===== config.mk =====
export PLATFORM = sky130hd
export DESIGN_NAME = logic_shift_pipe
export DESIGN_NICKNAME = d
export VERILOG_FILES = /design/src/rtl/logic_shift_pipe.sv
export SDC_FILE = /design/constraint.sdc
export NUM_CORES = 1
export LEC_CHECK = 0
export ABC_CLOCK_PERIOD_IN_PS = 4050
export CORE_UTILIZATION = 45
export DETAILED_ROUTE_END_ITERATION = 8
export GPL_TIMING_DRIVEN = 0
export PLACE_DENSITY_LB_ADDON = 0.15
export REMOVE_ABC_BUFFERS = 1
export SLEW_MARGIN = 20
export SYNTH_ARGS = -nofsm -noshare
export SYNTH_HDL_FRONTEND = slang
export SYNTH_SLANG_ARGS = --single-unit

===== constraint.sdc =====
create_clock -name clk -period 4.05 [get_ports clk]
set_clock_uncertainty 0.15 [all_clocks]
set_input_delay 0.405 -clock clk [delete_from_list [all_inputs] [get_ports clk]]
set_output_delay 0.405 -clock clk [all_outputs]
set_load 0.05 [all_outputs]

===== src/rtl/logic_shift_pipe.sv =====
// Two-stage logic/compare/shift unit: S1 captures the op, S2 holds the computed result.
// Valid/ready on both sides; flush squashes everything in flight.
module logic_shift_pipe #(
  parameter int WIDTH = 32,
  parameter int SHW   = $clog2(WIDTH),
  parameter int TAG_W = 5
) (
  input  logic             clk,
  input  logic             rst_n,
  input  logic             flush,
  input  logic             in_valid,
  output logic             in_ready,
  input  logic [3:0]       in_op,
  input  logic [WIDTH-1:0] in_operand_1,
  input  logic [WIDTH-1:0] in_operand_2,
  input  logic [TAG_W-1:0] in_tag,
  output logic             out_valid,
  input  logic             out_ready,
  output logic [WIDTH-1:0] out_result,
  output logic [TAG_W-1:0] out_tag,
  output logic             out_illegal
);

  localparam int HALF = WIDTH / 2;

  typedef enum logic [3:0] {
    OP_AND  = 4'd0,
    OP_OR   = 4'd1,
    OP_XOR  = 4'd2,
    OP_NOR  = 4'd3,
    OP_SLT  = 4'd4,
    OP_SLTU = 4'd5,
    OP_SLL  = 4'd6,
    OP_SRL  = 4'd7,
    OP_SRA  = 4'd8,
    OP_LUI  = 4'd9
  } op_e;

  logic             s1_valid_reg;
  logic [3:0]       s1_op_reg;
  logic [WIDTH-1:0] s1_a_reg;
  logic [WIDTH-1:0] s1_b_reg;
  logic [TAG_W-1:0] s1_tag_reg;

  logic             s2_valid_reg;
  logic [WIDTH-1:0] s2_result_reg;
  logic [TAG_W-1:0] s2_tag_reg;
  logic             s2_illegal_reg;

  logic             s2_free;
  logic             s1_advance;
  logic             accept;

  assign s2_free    = !s2_valid_reg || out_ready;
  // Flush voids both handshakes, so nothing moves in that cycle.
  assign s1_advance = s1_valid_reg && s2_free && !flush;
  assign in_ready   = !flush && (!s1_valid_reg || s2_free);
  assign accept     = in_valid && in_ready;

  // Shifter: one right-shifting barrel; left shifts reverse the bits on the way in and out.
  logic [SHW-1:0]   shamt;
  logic             shift_left;
  logic             shift_fill;
  logic [WIDTH-1:0] b_rev;
  logic [WIDTH-1:0] left_result;
  logic [WIDTH-1:0] shift_stage [SHW+1];

  assign shamt      = s1_a_reg[SHW-1:0];
  assign shift_left = (s1_op_reg == OP_SLL);
  assign shift_fill = (s1_op_reg == OP_SRA) && s1_b_reg[WIDTH-1];

  generate
    for (genvar gi = 0; gi < WIDTH; gi++) begin : g_rev
      assign b_rev[gi]       = s1_b_reg[WIDTH-1-gi];
      assign left_result[gi] = shift_stage[SHW][WIDTH-1-gi];
    end
  endgenerate

  assign shift_stage[0] = shift_left ? b_rev : s1_b_reg;

  generate
    for (genvar gi = 0; gi < SHW; gi++) begin : g_shift
      localparam int STEP = 1 << gi;
      assign shift_stage[gi+1] = shamt[gi]
        ? {{STEP{shift_fill}}, shift_stage[gi][WIDTH-1:STEP]}
        : shift_stage[gi];
    end
  endgenerate

  logic             lt_signed;
  logic             lt_unsigned;
  logic [WIDTH-1:0] result_next;
  logic             illegal_next;

  assign lt_signed   = $signed(s1_a_reg) < $signed(s1_b_reg);
  assign lt_unsigned = s1_a_reg < s1_b_reg;

  always_comb begin
    result_next  = '0;
    illegal_next = 1'b0;
    case (s1_op_reg)
      OP_AND:  result_next = s1_a_reg & s1_b_reg;
      OP_OR:   result_next = s1_a_reg | s1_b_reg;
      OP_XOR:  result_next = s1_a_reg ^ s1_b_reg;
      OP_NOR:  result_next = ~(s1_a_reg | s1_b_reg);
      OP_SLT:  result_next = {{(WIDTH-1){1'b0}}, lt_signed};
      OP_SLTU: result_next = {{(WIDTH-1){1'b0}}, lt_unsigned};
      OP_SLL:  result_next = left_result;
      OP_SRL:  result_next = shift_stage[SHW];
      OP_SRA:  result_next = shift_stage[SHW];
      OP_LUI:  result_next = {s1_b_reg[HALF-1:0], {HALF{1'b0}}};
      default: illegal_next = 1'b1;
    endcase
  end

  always_ff @(posedge clk or negedge rst_n) begin
    if (!rst_n) begin
      s1_valid_reg   <= 1'b0;
      s1_op_reg      <= '0;
      s1_a_reg       <= '0;
      s1_b_reg       <= '0;
      s1_tag_reg     <= '0;
      s2_valid_reg   <= 1'b0;
      s2_result_reg  <= '0;
      s2_tag_reg     <= '0;
      s2_illegal_reg <= 1'b0;
    end else begin
      if (flush) begin
        s1_valid_reg <= 1'b0;
        s2_valid_reg <= 1'b0;
      end else begin
        if (accept)          s1_valid_reg <= 1'b1;
        else if (s1_advance) s1_valid_reg <= 1'b0;
        if (s1_advance)      s2_valid_reg <= 1'b1;
        else if (out_ready)  s2_valid_reg <= 1'b0;
      end
      if (accept) begin
        s1_op_reg  <= in_op;
        s1_a_reg   <= in_operand_1;
        s1_b_reg   <= in_operand_2;
        s1_tag_reg <= in_tag;
      end
      if (s1_advance) begin
        s2_result_reg  <= result_next;
        s2_tag_reg     <= s1_tag_reg;
        s2_illegal_reg <= illegal_next;
      end
    end
  end

  assign out_valid   = s2_valid_reg;
  assign out_result  = s2_result_reg;
  assign out_tag     = s2_tag_reg;
  assign out_illegal = s2_illegal_reg;

endmodule


# [Word level (Yosys, flattened, before mapping)]
# Index checks and enable logic that the tools add are counted.
[word_totals] inputBits=78 ff_bits=113 word_cells=53 out_inout_bits=40
[classes] bitwise=4 n_reduce_logical=15 n_eq_ne=9 muxes=14 order_cmp=2
[op_table] operator="$pmux 32 s9" n=1
[op_table] operator="$mux 32" n=6
[op_table] operator="$lt 32x32->1" n=2
[op_table] operator="$and 32x32->32" n=1
[op_table] operator="$not 32->32" n=1
[op_table] operator="$or 32x32->32" n=1
[op_table] operator="$xor 32x32->32" n=1
[op_table] operator="$eq 4x3->1 const B" n=4
[op_table] operator="$reduce_or 10->1" n=1
[op_table] operator="$eq 4x2->1 const B" n=2
[op_table] operator="$eq 4x4->1 const B" n=2
[op_table] operator="$mux 1" n=7
[op_table] operator="$reduce_bool 3->1" n=2
[op_table] operator="$logic_and 1x1->1" n=5
[op_table] operator="$eq 4x1->1 const B" n=1
[op_table] operator="$logic_not 4->1" n=1
[op_table] operator="$logic_not 1->1" n=3
[op_table] operator="$logic_or 1x1->1" n=2
[op_table] operator="$reduce_or 2->1" n=1

# [Longest topological paths before layout]
# Gate-level depths: netlist (run 1).
[logic_depth] word_depth=8 depth_mapped=12

# [Worst setup path after synthesis (run 1)]
# No wires, ideal clock.
[synth_timing] path_kind="register -> register" from="register s1_a_reg[0]" to="register s2_result_reg[0], in the netlist out_result[0]" path_stages_with_launch=13 t_required_ps=3767 synth_period_minus_slack_ps=3025 setup_time_ps=133 slack_ps=1025 arrival_ps=2742 path_cell_list="dfrtp_1 -> buf_2 -> clkinv_1 -> buf_1 -> clkbuf_1 -> ha_1 -> o21bai_1 -> a221oi_1 -> o221ai_1 -> o311ai_0 -> nand3_1 -> mux2i_1 -> a31oi_1"
[synth_between] elab_chain_len=6
[synth_lines] element="start, declared" line_no="41" rtl="logic [WIDTH-1:0] s1_a_reg;"
[synth_lines] element="start signal, assigned" line_no="139" rtl="s1_a_reg <= in_operand_1;"
[synth_lines] element="parallel branches: the longest is 5 deep, another holds $lt 32x32->1"
[synth_lines] element="$pmux 32 s9 *" line_no="101" rtl="case (s1_op_reg)"
[synth_lines] element="end signal, assigned" line_no="144" rtl="s2_result_reg <= result_next;"
[synth_lines] element="end, declared" line_no="46" rtl="logic [WIDTH-1:0] s2_result_reg;"
# Every way passes the cells marked *.
# A chain may end at the register's enable or synchronous reset.

# [Worst setup path in the final report (run 1)]
[layout_timing] from="register s1_a_reg[2]" to="register s2_result_reg[0], in the netlist out_result[0]"
[layout_between] elab_chain_len=4
[layout_lines] element="parallel branches: the longest is 3 deep, another holds $lt 32x32->1"
[layout_lines] element="$pmux 32 s9 *" line_no="101"
# Marked as above.

==> run metrics, run 1 <==
# rows=53; worst reg2reg setup slack=0.24 ns; Leak Pwr=5.043 nW; slew at the pin closest to its max-slew limit=1.170 ns; number of routed nets with antenna violations=0; GR Util met1=39.57%; internal power=3.515 mW; Final min period=3.813 ns; clock network power share=27.7%; setup TNS=0 ns; first-pass GRT wire length=48880 µm; CTS HTree Levels=4; reg-to-reg endpoint=out_result[0]; Area Overhead vs Synth=21.34%; Hold Path Class=flop to flop; die area=22300 µm²; prevailing post-synth register cell=dfrtp_1; die height=149.3 µm; drt initial violations=845; Psw=2.518 mW; clk buf depth=2; Gate power share=44.3%; Vias=8565; Setup-failing EPs final=0; DRC=0; WS Path Type=flop to flop; Data required, critical path=4.19 ns; wire length per cell=23.54 µm; synth cell count leaders=dfrtp_1 (113), ha_1 (96), mux2_2 (91); Hold Vio Cnt, Final=0; hpwl dp=23570 µm; Worst slew margin=21.74%; Worst-Skew Late Latency=0.42 ns; Final Routed Wirelength=31950 µm; Post-synth EDFFs=0; GRT Max-Usage Layer=met2; CORE AREA=21150 µm²; reg2reg start=s1_a_reg[2]; initial antenna violation count=0; Syn Area/Cell=9.828 µm²; Synth Instances=994; Port Buffers=117; worst-path maximum fanout=31; Tot Pwr=6.033 mW; most common cell in the netlist=dfrtp_1; GRT Util Overall=29.47%; Starting Density=46.18%; Final Net Count=1243; vias in the first global route=8233; worst hold path depth=1; Max Cap Violations=0; largest net degree at the start of global routing=68; DRT Pass-1 Iters=5; Max Freq=262.3 MHz; number of synthesis warnings=0; root buffer cell=clkbuf_16; flops & latches, synth=113; fraction of registers with async set/reset=100.0%; VDD IR max=0.3153 mV; CP Capture Point=out_result[0]; Mapped Area=9769 µm²; critical path arrival=3.95 ns; Die Width=149.3 µm; grt ovf=0; sequential power share=28.1%; switch share=41.74%; share of layout cells above drive strength 1=18.48%; Critical Path Start=s1_a_reg[2]; area leader, netlist=dfrtp_1; area fraction of the dominant cell type after synthesis=28.94%; critical path endpoint category=flop; # clock sinks=113; vias per cell=6.312; status=completed; R2R depth=10; PwrDens=509.0 nW/µm²; register area share after synthesis=28.94%; Antenna diodes=0; CP Launch Type=flop; RSZ-0062 raised after global routing=no; Synth cell types=59; M3 GR Usage=7.676%; CTS buffer count=17; Pins Over Slew Limit=0; # IOs=118; fin crit share=94.14%; final RePlAce weighted congestion=0.9780; Synth area leaders=dfrtp_1 (29%), ha_1 (12%), mux4_2 (11%); GR Layer Usage met2=44.33%; CTS tree=built; clk slew on worst S/H paths=0.06 ns
[power by group through the flow]
stage / clock, mW / combinational (mW) / sequential, mW
final: 1.67 / 2.67 / 1.69
after global routing: 1.73 / 2.86 / 1.73
after CTS: 1.69 / 2.64 / 1.69
after detailed placement: 0 / 2.62 / 1.70
after global placement: 0 / 2.52 / 1.76
after floorplan: 0 / 1.42 / 1.94
[worst max-delay path, stage by stage (launching register included)]
cell and delay, ns:
dfrtp_2 0.53, buf_12 0.22, inv_2 0.49, ha_1 0.27
nor2_1 0.06, a221oi_2 0.46, o221ai_1 0.25, o311ai_1 0.57
nand3_1 0.21, mux2i_1 0.33, a31oi_1 0.12
[what timing repair did]
item | 4_1_cts | 5_1_grt
gates resized for setup | 4 | 2
gates cloned | 1 | 0
hold buffers | 1 | 0
hold endpoints to repair | 55 | 0
pin swaps | 0 | 0
endpoints found under the setup margin | 6 | 5
setup buffers | 0 | 0
[stage by stage]
stage               cell area (µm²)  std cells  utilization (%)  setup slack [ns]  hold WS [ns]
global placement              10990       1316            51.95            -2.127        0.3238
CTS                           11840       1357            55.98            0.1380        0.3470
detailed placement            11170       1323            52.79           -0.5174        0.2634
global route                  11850       1357            56.04            0.1073        0.3636
floorplan                      9474        924                -          -0.08012      -0.04059
finish                        11850       1357            56.04            0.2373        0.3420
[logic make-up (layout without fill, tap and decap cells)]
group                      Yosys count  after routing  share of synthesized area, %
muxes                              186            186                         26.24
DFF                                113            113                         28.94
adders and majority gates           96             96                         12.30
and+or+nand+nor                    205            206                         9.490
AOI/OAI and AO/OA                  246            246                         17.01
buffers and inverters              148            235                         6.019
[layout make-up]
type	count	area [µm²]
Inverter	78	294.0
Clock buffer	18	439.2
Multi-Input combinational cell	734	6399
Tap cell	275	344.1
Clock inverter	14	203.9
Fill cell	1914	9300
Sequential cell	113	2841
Timing Repair Buffer	125	1333
[worst min-delay path by stage]
stage / start / end
finish: out_result[25] / out_result[25]
global route: out_result[25] / out_result[25]
CTS: out_result[25] / out_result[25]
detailed placement: rst_n / s1_op_reg[0]
global placement: out_result[25] / out_result[25]
floorplan: rst_n / out_illegal
[per-layer routing]
metal  vias to the layer above  part of all wire (%)
met5                         -                     0
met4                         0                   3.7
met3                        69                   9.0
met2                       391                    45
met1                      4252                    43
li1                       3853                     -
[layout by cell type (no fill, tap or decap), drive strengths merged, types with 14 or more instances in the layout]
cell type	instances
mux2i	48
nand3	19
clkbuf	18
a222oi	15
dfrtp	113
mux4	47
nor2	75
ha	96
mux2	91
inv	78
clkdlybuf4s50	116
a21oi	55
a31oi	14
a211oi	17
o21ai	55
nand2	65
Power figures use the tool's default switching activity.
==> inputs of run 2 (changes only) <==
--- a/config.mk
+++ b/config.mk
@@ -5,8 +5,11 @@
 export SDC_FILE = /design/constraint.sdc
 export NUM_CORES = 1
 export LEC_CHECK = 0
+export ABC_AREA = 1
 export ABC_CLOCK_PERIOD_IN_PS = 4050
-export CORE_UTILIZATION = 45
+export CELL_PAD_IN_SITES_DETAIL_PLACEMENT = 0
+export CELL_PAD_IN_SITES_GLOBAL_PLACEMENT = 1
+export CORE_UTILIZATION = 41
 export DETAILED_ROUTE_END_ITERATION = 8
 export GPL_TIMING_DRIVEN = 0
 export PLACE_DENSITY_LB_ADDON = 0.15
==> run metrics, run 2 <==
# IOs=118; area leader, netlist=dfrtp_1; Area Overhead vs Synth=21.76%; hpwl dp=22610 µm; CP Launch Type=flop; fraction of registers with async set/reset=100.0%; prevailing post-synth register cell=dfrtp_1; Leak Pwr=5.415 nW; DRT Pass-1 Iters=9; register area share after synthesis=30.56%; worst reg2reg setup slack=0.33 ns; Post-synth EDFFs=0; Mapped Area=9253 µm²; Worst slew margin=33.71%; commonest non-fill, non-tap cell in the layout=nand3_1; min-delay src=out_result[3]; CORE AREA=21960 µm²; Final min period=3.718 ns; critical path endpoint category=flop; Max Freq=268.9 MHz; flops & latches, synth=113; die area=23170 µm²; reg2reg start=s1_op_reg[3]; Die Width=152.2 µm; synth cell count leaders=nand3_1 (361), nand2_1 (235), dfrtp_1 (113); setup TNS=0 ns; clk slew on worst S/H paths=0.06 ns; Port Buffers=117; reg-to-reg endpoint=out_result[26]; PwrDens=470.8 nW/µm²; die height=152.2 µm; status=finished with violations; WHS=0.3276 ns; slew at the pin closest to its max-slew limit=0.9919 ns; clk buf depth=2; Final Routed Wirelength=30690 µm; vias per cell=5.688; Data required, critical path=4.26 ns; Syn Area/Cell=7.128 µm²; Synth cell types=35; R2R depth=13; Antenna diodes=0; CTS buffer count=17; final RePlAce weighted congestion=0.9432; root buffer cell=clkbuf_16; GRT Util Overall=27.27%; number of synthesis warnings=0; area fraction of the dominant cell type after synthesis=30.56%; initial antenna violation count=0; largest net degree at the start of global routing=81; first-pass GRT wire length=49050 µm; Synth area leaders=dfrtp_1 (31%), nand3_1 (20%), ha_1 (13%); Vias=9408; drt initial violations=846; # rows=54; Setup-failing EPs final=0; DRC=10; critical path arrival=3.93 ns; violated checks=DRC; grt ovf=0; Synth Instances=1298; share of layout cells above drive strength 1=6.477%; Starting Density=42.14%; wire length per cell=18.55 µm; CTS tree=built; most frequent cells in the layout=nand3_1 (361), nand2_1 (233), clkdlybuf4s50_1 (116), dfrtp_1 (109), inv_1 (98); fin crit share=91.81%; Worst-Skew Late Latency=0.43 ns; # clock sinks=113; Post-CTS Setup Bufs=0; worst hold endpoint=out_result[3]; most common cell in the netlist=nand3_1; Max Cap Violations=0; WS Path Type=flop to flop; CTS HTree Levels=4; RSZ-0062 raised after global routing=no; worst hold path depth=2; Pins Over Slew Limit=0; vias in the first global route=8869; VDD IR max=0.2479 mV; worst-path maximum fanout=35; number of routed nets with antenna violations=0; Hold Path Class=flop to flop; Hold Vio Cnt, Final=0; Final Net Count=1535
## run 2: logic make-up (layout without fill, tap and decap cells)
group | count (synthesis) | after routing | synth area share (%)
and+or+nand+nor | 720 | 720 | 35.73
adders and majority gates | 96 | 96 | 12.98
DFF | 113 | 113 | 30.56
AOI/OAI and AO/OA | 179 | 179 | 12.10
buffers and inverters | 190 | 266 | 8.627
## run 2: repair_timing
item                       4_1_cts  5_1_grt
setup endpoints to repair        2        9
gates resized for setup          4        3
hold buffers                     1        0
pin swaps                        0        0
hold endpoints to repair        49        0
cloned                           0        1
## run 2: critical path, stage by stage, from the launching register on
cell and delay, ns:
dfrtp_1 0.43, nor2_4 0.74, nand2_4 0.48, clkinvlp_4 0.67, nand2_1 0.14, nand3_1 0.12
nand3_1 0.13, nand3_1 0.11, nand3_1 0.08, nand3_1 0.20, nand3_1 0.11, nand3_1 0.12
nand2_1 0.06, nand2_1 0.07
## run 2: metrics by stage
stage	power, mW	util [%]	setup slack, ns	cells	area (µm²)
after floorplan	2.856	-	-0.1296	1215	8856
after global placement	3.582	47.26	-2.278	1612	10380
after detailed placement	3.619	48.25	-0.6040	1620	10600
after CTS	5.305	51.24	0.02272	1653	11250
after global routing	5.616	51.30	0.07595	1654	11270
final	5.304	51.30	0.3316	1654	11270
## run 2: final cells by class
type	instances	area, µm²
fillers	2210	10690
clock buffers	18	439.2
repair buffers	126	1355
flip-flops and latches	113	2833
well taps	280	350.3
multi-input cells	995	5668
clock inverters	14	201.4
inverters	107	414.1
repair inverters	1	5.005
## run 2: power by group
part | leakage, nW | switching [mW] | internal, mW
clock network | 0.308 | 0.623 | 1.06
logic | 3.78 | 1.39 | 0.701
registers | 1.32 | 0.216 | 1.31
total | 5.42 | 2.23 | 3.07
## run 2: how the worst max path moves through the flow
stage	startpoint	cells past startpoint	end
after floorplan	out_valid	7	s1_valid_reg
after global placement	rst_n	1	s1_b_reg[9]
after detailed placement	s1_a_reg[1]	15	out_result[0]
after CTS	s1_a_reg[2]	16	out_result[0]
after global routing	s1_op_reg[2]	14	out_result[26]
final	s1_op_reg[3]	13	out_result[26]
## run 2: metal layers
metal,vias up,wire (µm),track usage (%)
li1,4592,-,-
met1,4437,14180,38.02
met2,330,13430,41.26
met3,49,2318,6.286
met4,0,757,9.427
met5,-,0,0
==> inputs of run 3 (changes only) <==
--- a/config.mk
+++ b/config.mk
@@ -6,7 +6,7 @@
 export NUM_CORES = 1
 export LEC_CHECK = 0
 export ABC_AREA = 1
-export ABC_CLOCK_PERIOD_IN_PS = 4050
+export ABC_CLOCK_PERIOD_IN_PS = 3700
 export CELL_PAD_IN_SITES_DETAIL_PLACEMENT = 0
 export CELL_PAD_IN_SITES_GLOBAL_PLACEMENT = 1
 export CORE_UTILIZATION = 41
==> constraint.sdc (replaced) <==
create_clock -name clk -period 3.7 [get_ports clk]
set_clock_uncertainty 0.15 [all_clocks]
set_input_delay 0.37 -clock clk [delete_from_list [all_inputs] [get_ports clk]]
set_output_delay 0.37 -clock clk [all_outputs]
set_load 0.05 [all_outputs]
==> run metrics, run 3 (synthesis results as in run 2) <==
Crit. path cell count=16; Final min period=3.544 ns; Final Net Count=1536; CP Capture Point=out_result[0]; Final Routed Wirelength=31380 µm; hpwl dp=22610 µm; DRC=10; Starting Density=42.14%; worst-path maximum fanout=31; Leak Pwr=5.436 nW; VDD IR max=0.2734 mV; Vias=9480; wire length per cell=18.96 µm; Setup WS post-layout=0.1555 ns; Post-CTS Setup Bufs=0; # clock sinks=113; slew at the pin closest to its max-slew limit=1.035 ns; final core utilization=51.33%; drt initial violations=900; Post-DP Area=10600 µm²; # IOs=118; WHS=0.3078 ns; Critical Path Start=s1_a_reg[3]; CP max stage delay=0.74 ns; # rows=54; WS Path Type=flop to flop; Worst-Skew Late Latency=0.43 ns; cells along the critical path=inv_1 > ha_1 > nor2_1 > o21ai_0 > nand2_1 > nand2_1 > nand2_1 > nand2_1 > nand2_1 > nand2_1 > nand2_1 > nand2_1 > nand3_1 > nand2_1 > o21ai_1 > nand2_1; setup TNS=0 ns; vias per cell=5.728; reg2reg start=s1_a_reg[3]; violated checks=DRC; Die Width=152.2 µm; CP top delay family=simple AND/OR/NAND/NOR gates; RSZ-0062 raised after global routing=yes; GRT Util Overall=27.27%; PwrDens=516.6 nW/µm²; die height=152.2 µm; CP max-delay cell=dfrtp_2; Pins Over Slew Limit=0; final RePlAce weighted congestion=0.9432; worst reg2reg setup slack=0.16 ns; root buffer cell=clkbuf_16; CORE AREA=21960 µm²; most frequent CP cell=nand2_1; largest net degree at the start of global routing=81; CTS buffer count=17; CTS tree=built; Data required, critical path=3.86 ns; Hold Path Class=input pin to asynchronous set/reset pin; critical path endpoint category=flop; die area=23170 µm²; Max Cap Violations=0; fin crit share=95.80%; number of routed nets with antenna violations=0; status=finished with violations; clk buf depth=2; Tot Pwr=5.823 mW; most frequent cells in the layout=nand3_1 (361), nand2_1 (233), clkdlybuf4s50_1 (116), dfrtp_1 (109), inv_1 (99); grt ovf=0; commonest non-fill, non-tap cell in the layout=nand3_1; cell area after layout=11270 µm²; DRT Pass-1 Iters=7; CP Launch Type=flop; Area Overhead vs Synth=21.83%; initial antenna violation count=0; post-placement cell count=1620; Worst slew margin=30.95%; fin cells=1655; first-pass GRT wire length=49050 µm; Setup-failing EPs final=0; Port Buffers=117; vias in the first global route=8869; clk slew on worst S/H paths=0.07 ns; Max Freq=282.1 MHz; share of layout cells above drive strength 1=6.473%; Hold Vio Cnt, Final=0; Post-Place Worst Slack=-0.9540 ns; R2R depth=16; CTS HTree Levels=4; Buf/Inv on CP=1; Antenna diodes=0; critical path arrival=3.71 ns; reg-to-reg endpoint=out_result[0]
-- run 3: cell count changes in the layout (fill, tap and decap cells not counted), sizes merged --
cell	previous run	this run
clkinv	7	4
clkinvlp	5	2
inv	106	111
nor2	92	94
-- run 3: worst min path at each step --
stage	end	slack, ns	depth (start not counted)
global route	out_result[17]	0.35	2
detailed placement	out_result[17]	0.21	1
floorplan	out_illegal	-0.08	0
finish	out_result[2]	0.31	2
CTS	out_result[17]	0.33	2
global placement	out_result[14]	0.31	2
-- run 3: layout make-up --
| type | instances | area [µm²] |
|---|---|---|
| Multi-Input combinational cell | 997 | 5680 |
| Fill cell | 2206 | 10690 |
| Inverter | 107 | 412.9 |
| Tap cell | 280 | 350.3 |
| Sequential cell | 113 | 2833 |
| Timing Repair Buffer | 126 | 1355 |
| Clock buffer | 18 | 439.2 |
| Clock inverter | 14 | 201.4 |
-- run 3: power breakdown --
group | internal [mW] | total [mW] | switching [mW]
Clock | 1.16 | 1.84 | 0.679
Sequential | 1.44 | 1.68 | 0.244
Combinational | 0.768 | 2.31 | 1.54
-- run 3: metal layers --
metal  part of all wire, %  track usage (%)  wire length, µm
met5                     0                0                0
met4                   2.5            9.427              791
met3                   7.9            6.286             2493
met2                    44            41.26            13750
met1                    46            38.02            14350
-- run 3: what timing repair did --
item | 4_1_cts | 5_1_grt
cloned | 0 | 2
gates resized for setup | 7 | 4
endpoints found under the setup margin | 32 | 12
pin swaps | 0 | 2
hold buffers | 1 | 0
hold endpoints to repair | 49 | 0
